--- config.mk ---
export PLATFORM = sky130hd
export DESIGN_NAME = bram_port_arbiter
export DESIGN_NICKNAME = d
export VERILOG_FILES = /design/src/rtl/bram_port_arbiter.sv
export SDC_FILE = /design/constraint.sdc
export NUM_CORES = 1
export LEC_CHECK = 0
export ABC_AREA = 1
export BUFFER_PORTS_ARGS = -buffer_cell sky130_fd_sc_hd__buf_4
export CELL_PAD_IN_SITES_DETAIL_PLACEMENT = 1
export CELL_PAD_IN_SITES_GLOBAL_PLACEMENT = 1
export CORE_AREA = 2 2 169 171
export DETAILED_ROUTE_END_ITERATION = 10
export DIE_AREA = 0 0 171 173
export PLACE_DENSITY = 0.71
export SYNTH_ARGS = -nofsm -noshare
export SYNTH_HDL_FRONTEND = slang
export SYNTH_SLANG_ARGS = --single-unit
--- constraint.sdc ---
create_clock -name clk -period 6.6 [get_ports clk]
set_input_delay 1.32 -clock clk [delete_from_list [all_inputs] [get_ports clk]]
set_output_delay 1.32 -clock clk [all_outputs]
set_load 0.005 [all_outputs]
--- src/rtl/bram_port_arbiter.sv ---
// Two-requester, burst-aware round-robin arbiter for one BRAM port.
// Registers the BRAM command and tags in-flight reads so each response returns to its issuer.
module bram_port_arbiter #(
    parameter int ADDR_W    = 12,
    parameter int DATA_W    = 64,
    parameter int RD_LAT    = 2,
    parameter int MAX_BURST = 16
) (
    input  logic              clk,
    input  logic              rst,
    input  logic              req0_valid,
    output logic              req0_ready,
    input  logic              req0_we,
    input  logic              req0_last,
    input  logic [ADDR_W-1:0] req0_addr,
    input  logic [DATA_W-1:0] req0_wdata,
    output logic              rsp0_valid,
    output logic [DATA_W-1:0] rsp0_rdata,
    input  logic              req1_valid,
    output logic              req1_ready,
    input  logic              req1_we,
    input  logic              req1_last,
    input  logic [ADDR_W-1:0] req1_addr,
    input  logic [DATA_W-1:0] req1_wdata,
    output logic              rsp1_valid,
    output logic [DATA_W-1:0] rsp1_rdata,
    output logic [ADDR_W-1:0] bram_addr,
    output logic [DATA_W-1:0] bram_din,
    output logic              bram_we,
    input  logic [DATA_W-1:0] bram_dout,
    output logic [1:0]        dbg_state
);
    // Handshake: a beat transfers on a cycle where reqN_valid && reqN_ready;
    // ready depends only on the grant state, never on valid.
    localparam int CNT_W = $clog2(MAX_BURST + 1);

    typedef enum logic [1:0] {
        IDLE = 2'd0,
        OWN0 = 2'd1,
        OWN1 = 2'd2
    } state_t;

    state_t             state, state_nxt;
    logic               rr_ptr, rr_ptr_nxt;
    logic [CNT_W-1:0]   beat_cnt, beat_cnt_nxt;
    logic [CNT_W-1:0]   cnt_after;

    logic               own_id;
    logic               own_valid;
    logic               oth_valid;
    logic               own_last;
    logic               own_we;
    logic [ADDR_W-1:0]  own_addr;
    logic [DATA_W-1:0]  own_wdata;
    logic               accept;
    logic               release_max;
    logic               release_any;

    logic [RD_LAT:0]    tag_v;
    logic [RD_LAT:0]    tag_id;

    // Owner view of the request inputs; other-side view is only its valid.
    always_comb begin
        own_id    = 1'b0;
        own_valid = 1'b0;
        oth_valid = 1'b0;
        own_last  = 1'b0;
        own_we    = 1'b0;
        own_addr  = req0_addr;
        own_wdata = req0_wdata;
        if (state == OWN0) begin
            own_valid = req0_valid;
            oth_valid = req1_valid;
            own_last  = req0_last;
            own_we    = req0_we;
        end else if (state == OWN1) begin
            own_id    = 1'b1;
            own_valid = req1_valid;
            oth_valid = req0_valid;
            own_last  = req1_last;
            own_we    = req1_we;
            own_addr  = req1_addr;
            own_wdata = req1_wdata;
        end
    end

    always_ff @(posedge clk or posedge rst) begin
        if (rst) begin
            state    <= IDLE;
            rr_ptr   <= 1'b0;
            beat_cnt <= '0;
        end else begin
            state    <= state_nxt;
            rr_ptr   <= rr_ptr_nxt;
            beat_cnt <= beat_cnt_nxt;
        end
    end

    always_comb begin
        state_nxt    = state;
        rr_ptr_nxt   = rr_ptr;
        beat_cnt_nxt = beat_cnt;
        cnt_after    = beat_cnt + CNT_W'(accept);
        release_max  = (cnt_after == CNT_W'(MAX_BURST));
        release_any  = (accept && own_last) || release_max || (!own_valid && oth_valid);
        case (state)
            IDLE: begin
                if (req0_valid && req1_valid) state_nxt = rr_ptr ? OWN1 : OWN0;
                else if (req0_valid)          state_nxt = OWN0;
                else if (req1_valid)          state_nxt = OWN1;
            end
            OWN0, OWN1: begin
                if (release_any) begin
                    rr_ptr_nxt   = ~own_id;
                    beat_cnt_nxt = '0;
                    // A burst cut at MAX_BURST with nobody waiting keeps the grant.
                    if (oth_valid)                state_nxt = own_id ? OWN0 : OWN1;
                    else if (accept && own_last)  state_nxt = IDLE;
                end else begin
                    beat_cnt_nxt = cnt_after;
                end
            end
            default: state_nxt = IDLE;
        endcase
    end

    always_comb begin
        req0_ready = (state == OWN0);
        req1_ready = (state == OWN1);
        accept     = (state != IDLE) && own_valid;
        rsp0_valid = tag_v[RD_LAT] && !tag_id[RD_LAT];
        rsp1_valid = tag_v[RD_LAT] &&  tag_id[RD_LAT];
        rsp0_rdata = bram_dout;
        rsp1_rdata = bram_dout;
        dbg_state  = state;
    end

    // Command register plus read-tag pipeline aligned to the BRAM read latency.
    always_ff @(posedge clk or posedge rst) begin
        if (rst) begin
            bram_addr <= '0;
            bram_din  <= '0;
            bram_we   <= 1'b0;
            tag_v     <= '0;
            tag_id    <= '0;
        end else begin
            bram_we <= accept && own_we;
            if (accept) begin
                bram_addr <= own_addr;
                bram_din  <= own_wdata;
            end
            tag_v  <= {tag_v[RD_LAT-1:0], accept && !own_we};
            tag_id <= {tag_id[RD_LAT-1:0], own_id};
        end
    end
endmodule

==> impl_metrics.csv <==
group,metric,value,unit
floorplan,initial_core_utilization,19.4,%
sta,totalNegativeSetupSlack,0,ns
global_routing,grt_pass1_vias,4784,
place,place_congestion,0.748,
global_routing,globalRouteOverflowTotal,0,
yosys,synthesis.yosys.warnings,0,
sta,max_slew_margin,34.2,%
clock_network,cts.repair.resized,0,
sta,fin_crit_sh,52.4,%
cells_and_area,antenna-diode-count,0,
clock_network,cts_hold_repair.buffers,0,
clock_network,cts-root-buf,"clkbuf_16",
yosys,netlist-cell-type-count,22,
clock_network,cts_htree_levels,3,
critical_path,critical_path.startpoint_type,"input port",
drt,detail_route.iter0.violations,208,
critical_path,critical_path_required,6.84,ns
floorplan,row_count,61,
sta,timing.fmax,289,MHz
run_status,run_status,"finished clean",
drt,route.antenna.remaining_nets,0,
floorplan,floorplan.die_area,0.0296,sq mm
critical_path,critical_path.endpoint_type,"flip-flop",
drt,avgViaCountPerCell,3.94,
global_routing,grt_first_pass_wirelength,25500,um
drt,dr.pass1.iters,4,
sta,rsz0062_at_grt,"false",
power,peakVddDrop,0.000150,V
clock_network,cts_post_setup_buffers_inserted,0,
drt,topRoutingLayerUsed,"met4",
clock_network,clkSinkCount,91,
yosys,syn-cell-area,0.00535,sq mm
drt,route.met2.wl,7890,um
drt,detailed_route_wire_length_on_metal_1,6790,um
critical_path,crit_path_max_fanout,77,
drt,detail_route.wirelength,16500,um
clock_network,clock_latency,0.34,ns
place,dpl.hpwl,12100,um
power,power.static_leakage,3.44,nW
yosys,syn_avg_cell_area,8.22,sq um
sta,min_period,3.46,ns
power,power.density_cell_area,421,mW/mm^2
sta,clock-skew-final,0.00794,ns
run,drv.max_cap_violation_count,0,
critical_path,setup.worst_path.class,"input port to flip-flop",
cells_and_area,layout.cell_area.non_filler,0.00683,sq mm
clock_network,clk_pin_slew,0.07,ns
sta,slew_violations,0,
drt,vias_post_dr,4453,
floorplan,floorplan.core_area,0.0276,sq mm
clock_network,cts-buffers-inserted,9,
yosys,netlist_instances,651,
drt,wl_met3,1460,um
global_routing,maximum_number_of_pins_on_one_net_before_global_route_repair,81,
place,placed_cell_area,0.00651,sq mm
drt,drc_errors,0,
global_routing,grt_antenna_before_repair,0,
cells_and_area,layout.cells.most_common_list,"buf_4, nor2_1, nand2_1, dfrtp_1, o31ai_1",
cells_and_area,finalNetCount,978,
sta,hold_viol,0,
clock_network,clock_path_buffers,2,
sta,timing_worst_slew_pin_value,0.987,ns
floorplan,pin_count,435,
floorplan,die_w,171,um
clock_network,cts_tree,"done",
place,port-buffer-count,242,
drt,routedWlPerCell,14.6,um
cells_and_area,final_layout_size_suffix_gt1_share,35.8,%
critical_path,worst-endpoint-arrival,3.70,ns
yosys,yosys_register_bits,91,
yosys,syn-num-nets,882,
min_path,hold_path.class,"flip-flop to flip-flop",
cells_and_area,syn2layout_area_growth,27.6,%
global_routing,all_layer_global_routing_usage,10.9,%
cells_and_area,layout.cells.most_common,"buf_4",
yosys,ys_seq_area_share,42.5,%
floorplan,fp.dieH,173,um
sta,finalSetupViolations,0,
synth_stat cells, drive strengths merged:
| cell type | number | share of area, % |
|---|---|---|
| nor3 | 1 | 0.093 |
| nor2 | 161 | 11 |
| nand3 | 10 | 1.1 |
| nand4 | 2 | 0.23 |
| o21ai | 3 | 0.28 |
| ha | 7 | 1.6 |
| o31ai | 76 | 11 |
| a21oi | 3 | 0.28 |
| clkbuf | 8 | 0.56 |
| buf | 153 | 21 |
| dfrtp | 91 | 43 |
| inv | 23 | 1.6 |
| a22oi | 1 | 0.14 |
| o22ai | 3 | 0.35 |
| nand2 | 109 | 7.7 |
state kept, by name (all words and copies together) (netlist names):
signal	cells
bram_addr	12
tag_id	3
bram_din	64
bram_we	1
rr_ptr	1
tag_v	3
beat_cnt	5
dbg_state	2
worst paths after layout:
kind                               from  cells after the start  slack, ns      endpoint
max                          req0_valid                     16       3.14  dbg_state[1]
min                           tag_id[1]                      0       0.35     tag_id[2]
max reg2reg                dbg_state[0]                      7       3.16  bram_addr[3]
min reg2reg                   tag_id[1]                      0       0.35     tag_id[2]
max in group asynchronous           rst                      3       4.43   beat_cnt[3]
min in group asynchronous           rst                      2       1.00  bram_din[26]
routing by layer:
layer | GRT usage (%) | vias up
met4 | 4.06 | 0
met3 | 3.59 | 42
met5 | 0 | -
met1 | 12.6 | 2078
met2 | 18.5 | 171
li1 | - | 2162
power breakdown:
group,internal [mW],switching [mW]
sequential,0.814,0.152
clock,0.336,0.247
combinational,0.596,0.732
total,1.75,1.13
kinds of logic (layout without fill, tap and decap cells):
kind of cell,after synthesis,count (layout),synth area share [%]
buffers and inverters,184,285,23.6
adders and majority gates,7,7,1.64
AOI/OAI and AO/OA,86,86,11.7
DFF,91,91,42.5
and+or+nand+nor,283,283,20.5
cell type report:
class | count | area [sq um]
clock buffer | 9 | 225
clock inverter | 7 | 96.3
fill | 3361 | 20800
inverter | 23 | 88.8
multi-input combinational | 376 | 1820
sequential | 91 | 2280
tap | 378 | 473
timing repair buffer | 246 | 1850
critical path: stages:
cell,delay (ns)
buf_4,0.13
inv_1,0.05
nand2_1,0.09
nand3_4,0.10
buf_4,0.59
inv_1,0.16
ha_1,0.26
ha_1,0.24
nand2_1,0.09
nand2_1,0.07
nor2_1,0.09
nand3_1,0.12
nand3_2,0.18
nand2_1,0.09
nand2_1,0.07
nand2_1,0.04
through the flow:
step / util, % / hold WS [ns] / instances / total power, mW / setup slack (ns)
after detailed placement: 23.6 / 0.340 / 1114 / 2.35 / 2.72
after global routing: 24.7 / 0.359 / 1130 / 3.14 / 2.82
final: 24.7 / 0.353 / 1130 / 2.88 / 3.14
after global placement: 23.6 / 0.336 / 1114 / 2.32 / 2.78
after floorplan: - / 0.331 / 651 / 1.76 / 2.92
after CTS: 24.7 / 0.357 / 1130 / 2.96 / 2.98
(Power assumes the default switching activity.)
